$ cat src/rtl/muldiv_unit_pkg.sv
// Shared definitions for the HI/LO multiply/divide unit: MIPS funct encodings
// and an operation decoder used by the top level.
package muldiv_unit_pkg;

  localparam logic [5:0] FN_MTHI  = 6'h11;
  localparam logic [5:0] FN_MTLO  = 6'h13;
  localparam logic [5:0] FN_MULT  = 6'h18;
  localparam logic [5:0] FN_MULTU = 6'h19;
  localparam logic [5:0] FN_DIV   = 6'h1a;
  localparam logic [5:0] FN_DIVU  = 6'h1b;

  function automatic logic is_mul(input logic [5:0] f);
    return (f == FN_MULT) || (f == FN_MULTU);
  endfunction

  function automatic logic is_div(input logic [5:0] f);
    return (f == FN_DIV) || (f == FN_DIVU);
  endfunction

  function automatic logic is_signed_op(input logic [5:0] f);
    return (f == FN_MULT) || (f == FN_DIV);
  endfunction

endpackage

$ cat src/rtl/muldiv_step.sv
// One combinational iteration: shift-add for multiply (low bit first) or
// restoring trial-subtract for divide (high bit first).
module muldiv_step #(
  parameter int WIDTH = 32
) (
  input  logic             i_div,
  input  logic [WIDTH-1:0] i_rem,
  input  logic [WIDTH-1:0] i_quo,
  input  logic [WIDTH-1:0] i_opnd,
  output logic [WIDTH-1:0] o_rem,
  output logic [WIDTH-1:0] o_quo
);

  logic [WIDTH-1:0] w_addend;
  logic [WIDTH:0]   w_sum;
  logic [WIDTH:0]   w_shl;
  logic [WIDTH-1:0] w_diff;
  logic             w_ge;

  always_comb begin
    w_addend = i_quo[0] ? i_opnd : {WIDTH{1'b0}};
    w_sum    = {1'b0, i_rem} + {1'b0, w_addend};
    // Partial remainder needs one extra bit before the trial subtract.
    w_shl    = {i_rem, i_quo[WIDTH-1]};
    w_ge     = (w_shl >= {1'b0, i_opnd});
    w_diff   = w_shl[WIDTH-1:0] - i_opnd;
    o_rem    = {1'b0, w_sum[WIDTH-1:1]};
    o_quo    = {w_sum[0], i_quo[WIDTH-1:1]};
    if (i_div) begin
      o_rem = w_ge ? w_diff : w_shl[WIDTH-1:0];
      o_quo = {i_quo[WIDTH-2:0], w_ge};
    end else begin
      o_rem = w_sum[WIDTH:1];
    end
  end

endmodule

$ cat src/rtl/muldiv_unit.sv
// Multi-cycle HI/LO multiply/divide unit with start/busy/done handshake.
// Optional MULDIV_FAST_MUL_EN: single-pass combinational multiply (divide stays iterative).
module muldiv_unit
  import muldiv_unit_pkg::*;
#(
  parameter int WIDTH = 32,
  parameter int STEP  = 1
) (
  input  logic             CLK,
  input  logic             RST,
  input  logic             start,
  input  logic [5:0]       funct,
  input  logic [WIDTH-1:0] rdata1,
  input  logic [WIDTH-1:0] rdata2,
  output logic             busy,
  output logic             done,
  output logic [WIDTH-1:0] hi,
  output logic [WIDTH-1:0] lo
);

  localparam int ITER  = WIDTH / STEP;
  localparam int CNT_W = $clog2(ITER + 1);
`ifdef MULDIV_FAST_MUL_EN
  localparam bit FAST_MUL = 1'b1;
`else
  localparam bit FAST_MUL = 1'b0;
`endif

  typedef enum logic [1:0] {IDLE = 2'd0, CALC = 2'd1, FIX = 2'd2} state_t;

  if (!(STEP == 1 || STEP == 2 || STEP == 4) || (WIDTH % STEP) != 0 ||
      WIDTH < 4 || (WIDTH % 2) != 0) begin : g_bad_param
    $error("muldiv_unit: illegal WIDTH/STEP combination");
  end

  function automatic logic [WIDTH-1:0] mag(input logic signed [WIDTH-1:0] v, input logic neg);
    return neg ? WIDTH'(-v) : WIDTH'(v);
  endfunction

  state_t             r_state, w_state_nxt;
  logic [CNT_W-1:0]   r_cnt;
  logic [WIDTH-1:0]   r_hi, r_lo;
  logic               r_done;
  logic [WIDTH-1:0]   r_rem, r_quo, r_opnd;
  logic               r_is_div, r_neg_q, r_neg_r, r_div0;

  logic               w_accept, w_is_mul, w_is_div, w_sa, w_sb;
  logic [WIDTH-1:0]   w_mag_a, w_mag_b;
  logic [2*WIDTH-1:0] w_prod, w_mres;
  logic [WIDTH-1:0]   w_qres, w_rres, w_fix_hi, w_fix_lo;
  logic [WIDTH-1:0]   w_rem_ch [STEP+1];
  logic [WIDTH-1:0]   w_quo_ch [STEP+1];

  always_comb begin
    w_is_mul    = is_mul(funct);
    w_is_div    = is_div(funct);
    w_accept    = start && (r_state == IDLE);
    w_sa        = is_signed_op(funct) && rdata1[WIDTH-1];
    w_sb        = is_signed_op(funct) && rdata2[WIDTH-1];
    w_mag_a     = mag(rdata1, w_sa);
    w_mag_b     = mag(rdata2, w_sb);
    w_state_nxt = r_state;
    case (r_state)
      IDLE: if (w_accept && (w_is_mul || w_is_div))
              w_state_nxt = (w_is_mul && FAST_MUL) ? FIX : CALC;
      CALC: if (r_cnt == CNT_W'(ITER - 1)) w_state_nxt = FIX;
      FIX:  w_state_nxt = IDLE;
      default: w_state_nxt = IDLE;
    endcase
  end

  assign w_rem_ch[0] = r_rem;
  assign w_quo_ch[0] = r_quo;
  for (genvar g = 0; g < STEP; g++) begin : g_step
    muldiv_step #(.WIDTH(WIDTH)) u_step (
      .i_div  (r_is_div),
      .i_rem  (w_rem_ch[g]),
      .i_quo  (w_quo_ch[g]),
      .i_opnd (r_opnd),
      .o_rem  (w_rem_ch[g+1]),
      .o_quo  (w_quo_ch[g+1])
    );
  end

  // Sign fixup and HI/LO selection applied in FIX.
  always_comb begin
    w_prod = {r_rem, r_quo};
`ifdef MULDIV_FAST_MUL_EN
    if (!r_is_div) w_prod = {{WIDTH{1'b0}}, r_opnd} * {{WIDTH{1'b0}}, r_quo};
`endif
    w_mres   = r_neg_q ? -w_prod : w_prod;
    w_qres   = r_div0 ? {WIDTH{1'b1}} : (r_neg_q ? -r_quo : r_quo);
    w_rres   = r_neg_r ? -r_rem : r_rem;
    w_fix_hi = r_is_div ? w_rres : w_mres[2*WIDTH-1:WIDTH];
    w_fix_lo = r_is_div ? w_qres : w_mres[WIDTH-1:0];
  end

  always_ff @(posedge CLK) begin
    if (RST) begin
      r_state <= IDLE;
      r_cnt   <= '0;
      r_hi    <= '0;
      r_lo    <= '0;
      r_done  <= 1'b0;
    end else begin
      r_state <= w_state_nxt;
      r_done  <= (r_state == FIX);
      r_cnt   <= (r_state == CALC) ? r_cnt + 1'b1 : '0;
      if (r_state == FIX) begin
        r_hi <= w_fix_hi;
        r_lo <= w_fix_lo;
      end else if (w_accept && funct == FN_MTHI) begin
        r_hi <= rdata1;
      end else if (w_accept && funct == FN_MTLO) begin
        r_lo <= rdata1;
      end
    end
  end

  // Multiply: r_quo = multiplier, r_opnd = multiplicand. Divide: r_quo = dividend, r_opnd = divisor.
  always_ff @(posedge CLK) begin
    if (w_accept && (w_is_mul || w_is_div)) begin
      r_is_div <= w_is_div;
      r_neg_q  <= w_sa ^ w_sb;
      r_neg_r  <= w_sa;
      r_div0   <= (rdata2 == '0);
      r_rem    <= '0;
      r_quo    <= w_is_div ? w_mag_a : w_mag_b;
      r_opnd   <= w_is_div ? w_mag_b : w_mag_a;
    end else if (r_state == CALC) begin
      r_rem <= w_rem_ch[STEP];
      r_quo <= w_quo_ch[STEP];
    end
  end

  assign busy = (r_state != IDLE);
  assign done = r_done;
  assign hi   = r_hi;
  assign lo   = r_lo;

endmodule

$ cat config.mk
export PLATFORM = sky130hd
export DESIGN_NAME = muldiv_unit
export DESIGN_NICKNAME = d
export VERILOG_FILES = /design/src/rtl/muldiv_unit_pkg.sv /design/src/rtl/muldiv_step.sv /design/src/rtl/muldiv_unit.sv
export SDC_FILE = /design/constraint.sdc
export NUM_CORES = 1
export LEC_CHECK = 0
export ABC_CLOCK_PERIOD_IN_PS = 4650
export CAP_MARGIN = 20
export CORE_MARGIN = 2
export CORE_UTILIZATION = 55
export DETAILED_ROUTE_END_ITERATION = 12
export PLACE_DENSITY = 0.82
export REMOVE_ABC_BUFFERS = 1
export SLEW_MARGIN = 20
export SYNTH_ARGS = -nofsm -noshare
export SYNTH_HDL_FRONTEND = slang
export SYNTH_HIERARCHICAL = 1
export SYNTH_SLANG_ARGS = --single-unit
export TNS_END_PERCENT = 1
$ cat constraint.sdc
create_clock -name CLK -period 4.65 [get_ports CLK]
set_clock_uncertainty 0.1 [all_clocks]
set_input_delay 1.395 -clock CLK [delete_from_list [all_inputs] [get_ports CLK]]
set_output_delay 1.395 -clock CLK [all_outputs]
set_load 0.02 [all_outputs]
==> results.toml <==
[clock_tree]
cts_tree = "done"
cts_max_path_buffers = 2
holdBufCountCts = 0
cts-resized-gates = 0
cts_max_level = 4
numCtsBuffers = 17
clkLatencyLatePin_ns = 0.45
clock-sinks = 173
root_buffer = "clkbuf_16"
clk_pin_slew_ns = 0.07
post_cts_buffers = 0

[timing]
timing.final.crit_period_ns = 4.15
hold_viol = 0
worstMarginPinSlew_ns = 1.04
finalSetupTns_ns = 0
fin_ws_ns = 0.502
maxSlewViolCount = 0
clock.fmax_mhz = 241
rsz0062_at_grt = "no"
fin_crit_sh_pct = 89.2
setup_viol = 0
whs_ns = 0.358
relSlewSlack_pct = 30.3

[worst_hold_path]
hold_class = "register to register"
min_from = "lo[20]"

[pwr]
switching_share_pct = 42.8
clkPwrFrac_pct = 21.4
p_per_area_nw_per_um2 = 394
p_seq_share_pct = 28.6
finalPower_mw = 7.03
intPower_mw = 4.02
peakVddDrop_mv = 0.242
p_comb_share_pct = 50.1
switching_power_mw = 3.01
p_leak_nw = 6.68

[run]
drv_cap = 0

[synthesis]
synthTopCellsByArea = "dfxtp_1, edfxtp_1, a21oi_1"
synth_area_um2 = 15300
synth.avg_cell_area_um2 = 7.93
synth_edf_count = 68
ys_seq_elements = 173
synth_cell_types = 81
seq_area_frac_synth_pct = 27.1
yosys_warnings = 6
post-synth-top-count-cell = "nand2_1"
synth_async_sr_flop_share_pct = 0
synth_ff_type = "dfxtp_1"
synth_top_area_share_pct = 13.7
synth_top_cell_by_area = "dfxtp_1"
netlist_top_cells_count = "nand2_1, a21oi_1, nor2_1"
synthCells = 1928

[die]
pin_count = 139
core.rowCount = 61
core_um2 = 27600
dieHeight_um = 171
die-area_um2 = 29200
die_width_um = 171
start_util_pct = 55.5

[route]
dr.pass1.iters = 6
ant_nets = 0
first_iter_violations = 2113
wl_met1_um = 21700
met3_length_um = 6290
route.met2.wl_um = 24800
vias = 16300
drc = 0
routed_wl_um = 55500
wire_per_inst_um = 22.8
viasPerCell = 6.71
top_layer_used = "met5"

[critical_path]
crit_required_ns = 4.74
reg2reg_from = "r_quo[0]"
crit_path_start = "rdata1[12]"
path_max_fanout = 9
critPathArrivalTime_ns = 4.24
crit_path_end_kind = "register"
rrSetupSlack_ns = 0.58
cp-start-kind = "primary input"
path_class = "primary input to register"

[global_routing]
grt_pass1_wl_um = 85000
antenna_found_initial = 2
grt_use_total_pct = 37.6
grt_overflow = 0
grt_pass1_vias = 15100
grt_max_degree = 67

[finish]
fill_cells = 2359
final_core_util_pct = 64.7
multi_input_area_um2 = 10400
regArea_um2 = 4140
layout-drive-gt1-share_pct = 9.46
post-route-cell-area_um2 = 17800
instances_no_fill = 2428
fin_nets = 2181
n_antenna_cell = 0
synthToLayoutAreaGrowth_pct = 16.6

[placement]
place_ws_ns = 0.0794
post-dp-hpwl_um = 41300
placed_cells = 2396
gp_congestion = 1.01
placed_area_um2 = 17200
numPortBuffers = 138

[status]
status = "finished clean"
==> critical path, cell delays in order <==
cell,delay [ns]
clkdlybuf4s50_1,0.48
or4_1,0.62
or3_1,0.50
nor4_1,0.54
a21oi_1,0.18
xor2_1,0.18
a221o_1,0.34
==> metal layers <==
metal	up-vias	GRT usage (%)
met5	-	0
met4	4	17.7
met3	178	6.43
met2	1098	60.1
met1	7628	49.5
li1	7389	-
==> power groups by stage <==
stage / clock network, mW / logic [mW] / registers, mW
detailed placement: 0 / 3.41 / 2.02
finish: 1.50 / 3.52 / 2.01
floorplan: 0 / 2.43 / 1.98
global route: 1.55 / 3.82 / 2.02
global placement: 0 / 3.36 / 2.01
CTS: 1.50 / 3.43 / 1.99
==> cells in the final DEF (no fill, tap or decap), types with 9 or more instances in the layout <==
cell type	instances
a211o_1	11
a211oi_1	11
a21o_1	24
a21oi_1	180
a21oi_2	22
a22oi_1	19
a31oi_1	31
and2_1	38
and3_1	21
buf_4	67
clkbuf_16	17
clkdlybuf4s50_1	137
dfxtp_1	105
edfxtp_1	68
ha_1	69
inv_1	66
mux2_2	44
mux2i_1	47
nand2_1	208
nand2b_1	17
nand3_1	37
nand3b_1	9
nand4_1	25
nor2_1	142
nor2b_1	11
nor3_1	54
nor3b_1	12
nor4_1	38
o21a_1	12
o21ai_0	84
o21bai_1	9
o221ai_1	42
o22ai_1	14
o31ai_1	24
o41ai_1	15
or2_2	9
or3_1	19
or4_1	22
xnor2_1	90
xor2_1	61
==> final cells by class <==
class	count	share of cell area [%]
Clock buffer	21	2.53
Multi-Input combinational cell	1568	58.5
Sequential cell	173	23.2
Inverter	69	1.45
Timing Repair Buffer	208	10.9
Tap cell	378	2.65
Clock inverter	11	0.793
==> path summary, 6_finish.rpt <==
path | cells after the start | end
max | 7 | r_quo[26]
min | 2 | lo[20]
max reg2reg | 14 | r_rem[29]
min reg2reg | 2 | lo[20]
==> kinds of logic (layout without fill, tap and decap cells) <==
group                    after synthesis  after routing  synth area share (%)
AND/OR/NAND/NOR                      691            691                  22.8
AO/OA/AOI/OAI                        564            564                  24.3
buffers and inverters                187            309                  4.92
flip-flops                           173            173                  27.1
XOR/XNOR                             151            151                  8.65
multiplexers                          91             91                  6.32
adder cells (fa/ha/maj)               71             71                  5.91
==> sequential cells by signal, summed over array words and instances (netlist names) <==
signal	cells
hi	32
lo	32
r_opnd	32
r_quo	32
r_rem	32
r_cnt	6
r_state	2
done	1
r_div0	1
r_is_div	1
r_neg_q	1
r_neg_r	1
Power figures use the tool's default switching activity.
